==> src/rtl/store_buffer_if.sv <==
// store_buffer_if: memory-stage request/response and SRAM-controller signals of the store buffer.
interface store_buffer_if;
  logic        wr_req;
  logic        rd_req;
  logic [31:0] addr;
  logic [31:0] wr_data;
  logic        rdy;
  logic [31:0] rd_data;
  logic        sram_wr_en;
  logic        sram_rd_en;
  logic [31:0] sram_addr;
  logic [31:0] sram_wr_data;
  logic        sram_rdy;
  logic [63:0] sram_rd_data;
  logic        full;
  logic        empty;
  modport master (
    output wr_req, rd_req, addr, wr_data, sram_rdy, sram_rd_data,
    input  rdy, rd_data, sram_wr_en, sram_rd_en, sram_addr, sram_wr_data, full, empty
  );
  modport slave (
    input  wr_req, rd_req, addr, wr_data, sram_rdy, sram_rd_data,
    output rdy, rd_data, sram_wr_en, sram_rd_en, sram_addr, sram_wr_data, full, empty
  );
endinterface

==> src/rtl/store_buffer.sv <==
// store_buffer: circular store FIFO drained to SRAM; loads go to SRAM via READ, prioritised over drains.
// Define STORE_BUFFER_FWD_EN to return the youngest matching buffered store to a load in the same cycle.
module store_buffer #(
  parameter int DEPTH = 4
) (
  input logic          clk,
  input logic          rst,
  store_buffer_if.slave bus
);
  localparam int PW = $clog2(DEPTH);
  localparam int CW = PW + 1;
  localparam logic [1:0] IDLE  = 2'd0;
  localparam logic [1:0] DRAIN = 2'd1;
  localparam logic [1:0] READ  = 2'd2;
  logic [1:0]    state_q, state_d;
  logic [PW-1:0] head_q, head_d, tail_q, tail_d, idx;
  logic [CW-1:0] count_q, count_d;
  logic [31:0]   addr_q [DEPTH];
  logic [31:0]   addr_d [DEPTH];
  logic [31:0]   data_q [DEPTH];
  logic [31:0]   data_d [DEPTH];
  logic          push, pop, rd_done, match, fwd_hit;
  logic [31:0]   match_data;
  // Scan oldest to youngest so the last hit wins.
  always_comb begin
    match = 1'b0;
    match_data = '0;
    idx = '0;
    for (int k = 0; k < DEPTH; k++) begin
      idx = head_q + PW'(k);
      if (CW'(k) < count_q && addr_q[idx][31:2] == bus.addr[31:2]) begin
        match = 1'b1;
        match_data = data_q[idx];
      end
    end
  end
`ifdef STORE_BUFFER_FWD_EN
  assign fwd_hit = bus.rd_req && match;
`else
  assign fwd_hit = 1'b0;
`endif
  always_comb begin
    push = bus.wr_req && !bus.rd_req && count_q != CW'(DEPTH);
    pop = state_q == DRAIN && bus.sram_rdy;
    rd_done = state_q == READ && bus.sram_rdy;
    head_d = pop ? head_q + PW'(1) : head_q;
    tail_d = push ? tail_q + PW'(1) : tail_q;
    count_d = count_q + CW'(push) - CW'(pop);
    addr_d = addr_q;
    data_d = data_q;
    if (push) begin
      addr_d[tail_q] = bus.addr;
      data_d[tail_q] = bus.wr_data;
    end
    // A matching load without forwarding falls through to DRAIN until the match is gone.
    state_d = state_q == IDLE  ? (bus.rd_req && !match ? READ : count_q != '0 ? DRAIN : IDLE)
            : state_q == DRAIN ? (pop ? IDLE : DRAIN)
            : state_q == READ && !bus.sram_rdy ? READ : IDLE;
  end
  always_comb begin
    bus.rdy = push || fwd_hit || rd_done;
    bus.rd_data = fwd_hit ? match_data
                : rd_done ? (bus.addr[2] ? bus.sram_rd_data[63:32] : bus.sram_rd_data[31:0]) : '0;
    bus.sram_wr_en = state_q == DRAIN;
    bus.sram_rd_en = state_q == READ;
    bus.sram_addr = state_q == DRAIN ? addr_q[head_q] : state_q == READ ? bus.addr : '0;
    bus.sram_wr_data = state_q == DRAIN ? data_q[head_q] : '0;
    bus.full = count_q == CW'(DEPTH);
    bus.empty = count_q == '0;
  end
  always_ff @(posedge clk or negedge rst) begin
    if (!rst) begin
      state_q <= IDLE;
      head_q <= '0;
      tail_q <= '0;
      count_q <= '0;
    end else begin
      state_q <= state_d;
      head_q <= head_d;
      tail_q <= tail_d;
      count_q <= count_d;
    end
  end
  always_ff @(posedge clk) begin
    addr_q <= addr_d;
    data_q <= data_d;
  end
endmodule

==> src/flat_wrapper.sv <==
// flat-port wrapper written by rule: the top's interface ports become plain ports
module store_buffer_flat 
#(
  parameter int DEPTH = 4
)
  (clk, rst, bus_wr_req, bus_rd_req, bus_addr, bus_wr_data, bus_sram_rdy, bus_sram_rd_data, bus_rdy, bus_rd_data, bus_sram_wr_en, bus_sram_rd_en, bus_sram_addr, bus_sram_wr_data, bus_full, bus_empty);
  store_buffer_if bus_i ();
  input logic clk;
  input logic rst;
  input wire logic [$bits(bus_i.wr_req)-1:0] bus_wr_req;
  input wire logic [$bits(bus_i.rd_req)-1:0] bus_rd_req;
  input wire logic [$bits(bus_i.addr)-1:0] bus_addr;
  input wire logic [$bits(bus_i.wr_data)-1:0] bus_wr_data;
  input wire logic [$bits(bus_i.sram_rdy)-1:0] bus_sram_rdy;
  input wire logic [$bits(bus_i.sram_rd_data)-1:0] bus_sram_rd_data;
  output wire logic [$bits(bus_i.rdy)-1:0] bus_rdy;
  output wire logic [$bits(bus_i.rd_data)-1:0] bus_rd_data;
  output wire logic [$bits(bus_i.sram_wr_en)-1:0] bus_sram_wr_en;
  output wire logic [$bits(bus_i.sram_rd_en)-1:0] bus_sram_rd_en;
  output wire logic [$bits(bus_i.sram_addr)-1:0] bus_sram_addr;
  output wire logic [$bits(bus_i.sram_wr_data)-1:0] bus_sram_wr_data;
  output wire logic [$bits(bus_i.full)-1:0] bus_full;
  output wire logic [$bits(bus_i.empty)-1:0] bus_empty;
  assign bus_i.wr_req = bus_wr_req;
  assign bus_i.rd_req = bus_rd_req;
  assign bus_i.addr = bus_addr;
  assign bus_i.wr_data = bus_wr_data;
  assign bus_i.sram_rdy = bus_sram_rdy;
  assign bus_i.sram_rd_data = bus_sram_rd_data;
  assign bus_rdy = bus_i.rdy;
  assign bus_rd_data = bus_i.rd_data;
  assign bus_sram_wr_en = bus_i.sram_wr_en;
  assign bus_sram_rd_en = bus_i.sram_rd_en;
  assign bus_sram_addr = bus_i.sram_addr;
  assign bus_sram_wr_data = bus_i.sram_wr_data;
  assign bus_full = bus_i.full;
  assign bus_empty = bus_i.empty;
  store_buffer #(.DEPTH(DEPTH)) u_core (.clk(clk), .rst(rst), .bus(bus_i));
endmodule
==> config.mk <==
export PLATFORM = sky130hd
export DESIGN_NAME = store_buffer_flat
export DESIGN_NICKNAME = d
export VERILOG_FILES = /design/src/rtl/store_buffer_if.sv /design/src/rtl/store_buffer.sv /design/src/flat_wrapper.sv
export SDC_FILE = /design/constraint.sdc
export NUM_CORES = 1
export LEC_CHECK = 0
export CAP_MARGIN = 0
export CORE_ASPECT_RATIO = 1.5
export CORE_MARGIN = 5
export CORE_UTILIZATION = 49
export CTS_BUF_LIST = sky130_fd_sc_hd__clkbuf_8
export DETAILED_ROUTE_END_ITERATION = 8
export PLACE_DENSITY = 0.89
export REMOVE_ABC_BUFFERS = 1
export SYNTH_ARGS = -nofsm -noshare
export SYNTH_HDL_FRONTEND = slang
export SYNTH_SLANG_ARGS = --single-unit
==> constraint.sdc <==
create_clock -name clk -period 3.2 [get_ports clk]
set_clock_uncertainty 0.1 [all_clocks]
set_input_delay 0.64 -clock clk [delete_from_list [all_inputs] [get_ports clk]]
set_output_delay 0.64 -clock clk [all_outputs]
set_load 0.01 [all_outputs]
==> results.cfg, run 1 <==
[status]
outcome = complete, no violations

[clock_tree]
worstSkewPairLatency_ns = 0.55
cts.sinks = 265
htree_levels = 2
cts_buffer_depth = 3
cts_buffers = 40
clockRootBuffer = clkbuf_8
clkTransAtPathRegs_ns = 0.07
cts_tree = done
hold_buffers = 0

[route]
viasPerCell = 5.95
drt_iter0_markers = 884
drtAntennaViolNets = 0
wl_per_cell_um = 24.6
num_vias = 10600
drt-total-wl_mm = 43.8
drc = 0
firstDrtPassIters = 6

[floorplan]
fp.dieArea_mm2 = 0.0334
io_pins = 234
coreArea_mm2 = 0.0295
start_util_pct = 49.5
rows = 77
die_x_um = 151
die_y_um = 221

[sta]
layout_min_cycle_time_ns = 3.16
setup_violations = 0
final_max_slew_viol_count = 0
tns_ns = 0
tightest_slew_ns = 0.602
slew_headroom_pct = 58.7
max_freq_ghz = 0.316
fin_crit_sh_pct = 98.9
fin_ws_ns = 0.0357
rsz0062_at_grt = true
hold_viol = 0
fin_hold_ws_ns = 0.302

[critical_path]
path_cells = buf_6 -> buf_4 -> mux4_2 -> a22o_1 -> dlygate4sd2_1
crit_buf_inv = 3
arrival_ns = 2.42
crit_family = buffers and inverters
critical_path.max_stage_delay_ns = 0.55
path_class = reg2out
rrSetupSlack_ns = 0.08
start_kind = flip-flop
cp-end-kind = output pin
cp.required_ns = 2.46
slowest_stage = mux4_2
crit_fanout = 5

[power_and_ir_drop]
p_total_mw = 16.1
p_leak_nw = 7.40
irDropWorstVdd_mv = 0.483
powerDensity_mw_per_mm2 = 825

[finish]
final_cell_mix = edfxtp_1 (256), clkdlybuf4s50_1 (168), mux2i_1 (136), buf_4 (125), mux4_2 (72)
drive_gt1_share_pct = 24.5
instances_no_fill = 1784
synthToLayoutAreaGrowth_pct = 34.2
layout.cells.most_common = edfxtp_1
diodes = 0
nNetsFinal = 1505

[placement]
io_buffers = 233
dp_hpwl_mm = 30.7
pre_cts_slack_ns = 0.00914
gp_congestion = 1.01
place_inst = 1674

[logic_synthesis]
mappedNetlistArea_mm2 = 0.0146
async_flop_share_pct = 3.40
synth_cell_types = 57
synth-main-ff-cell = edfxtp_1
ys_warn_count = 0
netlist_instances = 1016
syn_avg_cell_area_um2 = 14.4
yosysSeqAreaShare_pct = 54.2
synth-edff-count = 256
ys_seq_elements = 265

[global_routing]
grt_overflow = 0
grt.total_usage_pct = 26.0
grt_max_degree = 52
grt_pass1_vias = 11200
antenna_found_initial = 0
grt_pass1_wl_mm = 66.1

[run]
maxCapViolations = 0

[worst_hold_path]
hold_class = in2async
cells by family (layout without fill, tap and decap cells):
kind of cell,Yosys count,count (layout),share of synthesized area (%)
AND/OR/NAND/NOR,170,170,5.88
AO/OA/AOI/OAI,130,130,6.83
XOR/XNOR,106,106,6.36
buffers and inverters,100,473,3.39
adder cells (fa/ha/maj),9,9,0.823
flip-flops,265,265,54.2
multiplexers,236,236,22.5
final timing paths:
kind	from	depth (start not counted)	end
hold / removal	rst	1	u_core.state_q[0]
max in group asynchronous	rst	1	u_core.head_q[0]
setup / recovery	u_core.head_q[0]	5	bus_sram_addr[12]
hold reg to reg	u_core.state_q[1]	1	u_core.state_q[0]
min in group clk	u_core.state_q[1]	1	u_core.state_q[0]
setup reg to reg	u_core.head_q[1]	10	u_core.state_q[1]
final cells by class:
class / count / area, µm²
Timing Repair Buffer: 390 / 3870
Tap cell: 395 / 494
Clock buffer: 41 / 564
Fill cell: 2162 / 9900
Multi-Input combinational cell: 651 / 6390
Sequential cell: 265 / 7920
Inverter: 15 / 58.8
Clock inverter: 27 / 274
per-layer routing:
metal  wire [µm]  track usage [%]  vias up
li1            -                -     4675
met1       15700             31.2     5301
met2       22700             44.5      503
met3        2880             4.65      133
met4        2560             13.1        0
met5           0                0        -
registers in the layout (all words and copies together), names as in the netlist:
name            count
u_core.data_q     128
u_core.state_q      2
u_core.head_q       2
u_core.count_q      3
u_core.tail_q       2
u_core.addr_q     128
power breakdown:
group	switching, mW	internal, mW	leakage (nW)
clock	1.29	1.68	0.449
sequential	0.228	4.25	2.43
combinational	4.29	4.42	4.52
through the flow:
stage | instance area, µm² | util (%)
6_report | 19600 | 66.4
3_5_place_dp | 18100 | 61.4
4_1_cts | 19400 | 65.8
3_3_place_gp | 18100 | 61.4
5_1_grt | 19600 | 66.4
2_1_floorplan | 14200 | -
synthesized netlist by cell type, drive strengths merged, types with 15 or more instances:
cell	count	area (µm²)
and2	37	231
nand4	15	93.8
nand2	31	116
a22o	33	289
o21ai	18	90.1
buf	52	314
xor2	47	412
edfxtp	256	7690
nor2	46	173
mux4	72	1620
clkbuf	33	124
mux2i	150	1510
xnor2	59	517
repair_timing:
action | in CTS | in global routing
endpoints found under the hold margin | 0 | 0
setup endpoints to repair | 97 | 37
setup buffers | 27 | 11
resized for setup | 112 | 29
gates cloned | 5 | 1
pin swaps | 4 | 4
Power figures use the tool's default switching activity.
==> run 2, diff against run 1 <==
--- a/config.mk
+++ b/config.mk
@@ -6,7 +6,6 @@
 export NUM_CORES = 1
 export LEC_CHECK = 0
 export CAP_MARGIN = 0
-export CORE_ASPECT_RATIO = 1.5
 export CORE_MARGIN = 5
 export CORE_UTILIZATION = 49
 export CTS_BUF_LIST = sky130_fd_sc_hd__clkbuf_8
@@ -16,3 +15,4 @@
 export SYNTH_ARGS = -nofsm -noshare
 export SYNTH_HDL_FRONTEND = slang
 export SYNTH_SLANG_ARGS = --single-unit
+export TNS_END_PERCENT = 5
==> results.cfg, run 2 (synthesis results as in run 1) <==
[sta]
fin_ws_ns = -0.0217
max_freq_ghz = 0.310
hold_viol = 0
fin_crit_sh_pct = 101
slew_headroom_pct = 58.6
final_max_slew_viol_count = 0
rsz0062_at_grt = true
layout_min_cycle_time_ns = 3.22
setup_violations = 1
tns_ns = -0.0217
tightest_slew_ns = 0.604

[global_routing]
antenna_found_initial = 0
grt.total_usage_pct = 24.8
grt_pass1_wl_mm = 63.7
grt_pass1_vias = 10900
grt_overflow = 0
grt_max_degree = 44

[route]
drtAntennaViolNets = 0
drc = 0
num_vias = 10400
wl_per_cell_um = 24.0
drt-total-wl_mm = 42.4
viasPerCell = 5.91
drt_iter0_markers = 947
firstDrtPassIters = 5

[power_and_ir_drop]
powerDensity_mw_per_mm2 = 804
p_total_mw = 15.5
intPower_mw = 9.80
netSwitchingPower_mw = 5.68
pwr-share-clk_pct = 17.4
power_switching_share_pct = 36.7
pwr-share-comb_pct = 53.7
seq_power_share_pct = 28.9
p_leak_nw = 7.21
irDropWorstVdd_mv = 0.456

[floorplan]
io_pins = 234
start_util_pct = 49.4
die_x_um = 183
fp.dieArea_mm2 = 0.0333
die_y_um = 183
rows = 63
coreArea_mm2 = 0.0296

[clock_tree]
cts_buffer_depth = 3
hold_buffers = 0
cts_buffers = 43
cts_tree = done
htree_levels = 2
worstSkewPairLatency_ns = 0.57
clkTransAtPathRegs_ns = 0.06
clockRootBuffer = clkbuf_8
cts.sinks = 265

[placement]
gp_congestion = 1.00
io_buffers = 233
dp_hpwl_mm = 30.2

[critical_path]
path_class = reg2out
crit_fanout = 5
start_kind = flip-flop
arrival_ns = 2.48
cp.required_ns = 2.46
cp-end-kind = output pin

[status]
outcome = finished with violations
violations = setup timing

[finish]
drive_gt1_share_pct = 22.9
layout.cells.most_common = edfxtp_1
diodes = 0
final_cell_mix = edfxtp_1 (256), clkdlybuf4s50_1 (168), mux2i_1 (138), buf_4 (106), mux4_2 (72)
nNetsFinal = 1493
largestRegisters = u_core.addr_q: 128 flops, u_core.data_q: 128 flops, u_core.count_q: 3 flops
synthToLayoutAreaGrowth_pct = 31.9

[run]
maxCapViolations = 0

[worst_hold_path]
hold_class = in2async
[run 2: cell count changes in the layout (fill, tap and decap cells not counted), sizes merged]
| cell | change |
|---|---|
| buf | -16 |
| bufinv | -4 |
| dlymetal6s2s | -2 |
| dlygate4sd2 | +1 |
| clkbuf | +2 |
| clkinvlp | -2 |
| bufbuf | -3 |
| inv | +7 |
| clkdlybuf4s15 | +5 |
[run 2: power by group through the flow]
stage	Clock (mW)	Combinational (mW)	Sequential (mW)
after CTS	2.75	8.17	4.48
after global routing	2.93	8.76	4.50
after global placement	0	7.73	4.59
final	2.70	8.32	4.47
after floorplan	0	3.88	4.94
after detailed placement	0	7.84	4.62
[run 2: per-stage QoR]
stage,cells,utilization (%),hold slack (ns),cell area (µm²),setup WS (ns)
finish,1767,65.1,0.306,19300,-0.0217
global route,1767,65.1,0.327,19300,-0.0899
CTS,1765,64.9,0.289,19200,-0.174
detailed placement,1677,61.5,0.455,18200,-0.0749
global placement,1677,61.5,0.438,18200,0.0325
floorplan,931,-,0.244,14200,-4.22
[run 2: layout make-up]
class | count | area [µm²]
fillers | 2135 | 10300
flip-flops and latches | 265 | 7920
multi-input cells | 651 | 6330
repair buffers | 375 | 3700
clock buffers | 43 | 592
well taps | 390 | 488
clock inverters | 28 | 171
inverters | 15 | 56.3
[run 2: routing by layer]
metal	GRT usage [%]	vias up	share of wire, %
li1	-	4655	-
met1	32.4	5237	40
met2	41.3	457	49
met3	5.54	88	7.7
met4	8.41	0	2.8
met5	0	-	0
[run 2: timing repair]
action | 4_1_cts | 5_1_grt
buffers inserted | 16 | 2
resized for setup | 94 | 36
endpoints found under the setup margin | 66 | 40
cloned | 1 | 0
pin swaps | 3 | 5
[run 2: worst max-delay path, stage by stage, from the launching register on]
cell and delay (ns):
dfrtp_4 0.52, buf_6 0.16, buf_4 0.14, buf_6 0.13, mux4_2 0.44, a22o_1 0.25, dlygate4sd2_1 0.28
[run 2: worst paths after layout]
path | start | endpoint | slack [ns] | cells past startpoint
setup / recovery | u_core.head_q[0] | bus_sram_addr[28] | -0.02 | 6
hold / removal | rst | u_core.tail_q[1] | 0.31 | 1
setup reg to reg | u_core.head_q[1] | u_core.state_q[1] | 0.11 | 11
hold reg to reg | u_core.state_q[1] | u_core.state_q[0] | 0.44 | 1
max in group asynchronous | rst | u_core.head_q[0] | 2.31 | 1
min in group clk | u_core.state_q[1] | u_core.state_q[0] | 0.44 | 1
==> run 3, diff against run 2 <==
--- a/config.mk
+++ b/config.mk
@@ -7,11 +7,12 @@
 export LEC_CHECK = 0
 export CAP_MARGIN = 0
 export CORE_MARGIN = 5
-export CORE_UTILIZATION = 49
+export CORE_UTILIZATION = 25
 export CTS_BUF_LIST = sky130_fd_sc_hd__clkbuf_8
 export DETAILED_ROUTE_END_ITERATION = 8
-export PLACE_DENSITY = 0.89
+export PLACE_DENSITY = 0.57
 export REMOVE_ABC_BUFFERS = 1
+export SLEW_MARGIN = 20
 export SYNTH_ARGS = -nofsm -noshare
 export SYNTH_HDL_FRONTEND = slang
 export SYNTH_SLANG_ARGS = --single-unit
==> results.cfg, run 3 (synthesis results as in run 1) <==
[status]
outcome = finished with violations
violations = setup timing

[route]
viasPerCell = 4.80
drc = 0
firstDrtPassIters = 5
drt-total-wl_mm = 49.9
wl_per_cell_um = 22.7
drtAntennaViolNets = 0
drt_iter0_markers = 680
wl_met2_mm = 24.4
num_vias = 10600
wl_met1_mm = 21.0
routed.top_layer = met5
met3_length_mm = 2.83

[finish]
multiInputGateArea_mm2 = 0.00638
drive_gt1_share_pct = 30.2
synthToLayoutAreaGrowth_pct = 41.1
fillCellCount = 5612
final_cell_mix = edfxtp_1 (256), clkdlybuf4s50_1 (145), mux2i_1 (135), buf_4 (130), mux4_2 (72)
seqCellArea_mm2 = 0.00792
utilization_pct = 35.6
diodes = 0
nNetsFinal = 1540
layout.cells.most_common = edfxtp_1
instances_no_fill = 2200
largestRegisters = u_core.addr_q: 128 flops, u_core.data_q: 128 flops, u_core.count_q: 3 flops

[clock_tree]
worstSkewPairLatency_ns = 0.64
clockRootBuffer = clkbuf_8
htree_levels = 2
cts_tree = done
hold_buffers = 0
cts.sinks = 265
cts_buffers = 48
clkTransAtPathRegs_ns = 0.07
cts_buffer_depth = 3

[global_routing]
grt_pass1_vias = 11100
grt_max_degree = 46
grt.total_usage_pct = 15.1
antenna_found_initial = 2
grt_overflow = 0
grt_pass1_wl_mm = 72.7

[critical_path]
path_cells = buf_12 -> buf_12 -> bufbuf_16 -> mux4_2 -> a22o_1 -> buf_2
cp-end-kind = output pin
crit_family = buffers and inverters
crit_fanout = 7
cp_common_cell = buf_12
critical_path.max_stage_delay_ns = 0.49
slowest_stage = dfrtp_4
start_kind = flip-flop
path_class = reg2out
arrival_ns = 2.50
cp.required_ns = 2.46
crit_buf_inv = 4

[floorplan]
die_x_um = 252
rows = 88
fp.dieArea_mm2 = 0.0633
io_pins = 234
start_util_pct = 25.2
die_y_um = 252
coreArea_mm2 = 0.0578

[power_and_ir_drop]
pwr-share-clk_pct = 20.5
intPower_mw = 11.0
power_switching_share_pct = 36.3
powerDensity_mw_per_mm2 = 836
seq_power_share_pct = 25.9
irDropWorstVdd_mv = 0.364
p_leak_nw = 8.01
netSwitchingPower_mw = 6.24
pwr-share-comb_pct = 53.7

[sta]
slew_headroom_pct = 62.8
layout_min_cycle_time_ns = 3.24
setup_violations = 4
max_freq_ghz = 0.308
fin_ws_ns = -0.0445
final_max_slew_viol_count = 0
tightest_slew_ns = 0.556
fin_crit_sh_pct = 101
rsz0062_at_grt = true
hold_viol = 0

[placement]
io_buffers = 233
dp_hpwl_mm = 34.9
gp_congestion = 0.917
place_inst = 2069

[worst_hold_path]
hold_class = in2async

[run]
maxCapViolations = 0
-- run 3: changes by cell type in the layout (fill, tap and decap cells not counted), moves of 6 or more --
cell,delta
clkbuf_2,+23
clkbuf_8,+6
dlymetal6s2s_1,+23
buf_4,+24
dlygate4sd2_1,-36
clkdlybuf4s50_1,-23
and2_1,-7
and2_4,+7
bufbuf_16,+6
buf_2,+14
clkdlybuf4s15_1,-8
clkdlybuf4s15_2,+6
-- run 3: path summary, 6_finish.rpt --
path                                   startpoint           endpoint  slack (ns)  depth (start not counted)
max in group asynchronous                     rst   u_core.head_q[1]        2.35                          1
worst max register to register   u_core.head_q[1]  u_core.state_q[0]           0                         11
min in group clk                u_core.state_q[1]  u_core.state_q[0]        0.49                          1
worst min-delay path                          rst  u_core.state_q[1]        0.24                          1
worst min register to register  u_core.state_q[1]  u_core.state_q[0]        0.49                          1
worst max-delay path             u_core.head_q[0]  bus_sram_addr[17]       -0.04                          6
-- run 3: final cells by class --
type / count / share of cell area, %
flip-flops and latches: 265 / 38.4
multi-input cells: 651 / 31.0
clock inverters: 38 / 1.74
inverters: 15 / 0.298
repair buffers: 417 / 20.6
clock buffers: 49 / 3.27
well taps: 765 / 4.65
-- run 3: through the flow --
step | power (mW) | hold WS [ns] | setup slack [ns] | TNS [ns] | cell area (µm²)
2_1_floorplan | 8.82 | 0.244 | -4.22 | -279.24 | 14200
3_3_place_gp | 12.7 | 0.443 | 0.0635 | 0 | 18800
3_5_place_dp | 12.8 | 0.441 | 0.0407 | 0 | 18800
4_1_cts | 17.2 | 0.204 | -0.184 | -1.49 | 20500
5_1_grt | 18.1 | 0.250 | -0.134 | -0.969 | 20600
6_report | 17.2 | 0.238 | -0.0445 | -0.0624 | 20600
-- run 3: repair_timing --
action	4_1_cts	5_1_grt
endpoints found under the setup margin	97	77
pin swaps	7	10
buffers inserted	26	11
gates cloned	7	0
gates resized for setup	197	99
-- run 3: routing by layer --
metal | vias up | global-route usage [%]
met3 | 100 | 3.61
met4 | 4 | 5.30
met1 | 5413 | 19.3
met5 | - | 0
met2 | 295 | 25.3
li1 | 4755 | -
-- run 3: power by group through the flow --
| stage | Sequential [mW] | Combinational [mW] | Clock [mW] |
|---|---|---|---|
| 2_1_floorplan | 4.94 | 3.88 | 0 |
| 3_3_place_gp | 4.54 | 8.20 | 0 |
| 3_5_place_dp | 4.56 | 8.21 | 0 |
| 4_1_cts | 4.47 | 9.12 | 3.64 |
| 5_1_grt | 4.49 | 9.81 | 3.79 |
| 6_report | 4.45 | 9.24 | 3.53 |
-- run 3: worst register-to-register path: stages, from the launching register on --
cell       delay [ns]
dfrtp_4          0.52
bufbuf_16        0.28
buf_4            0.15
bufbuf_16        0.29
mux2i_2          0.16
mux2i_2          0.18
o22ai_1          0.18
nand3_1          0.13
or4_1            0.43
o41ai_2          0.36
a21oi_2          0.09
o41ai_2          0.24
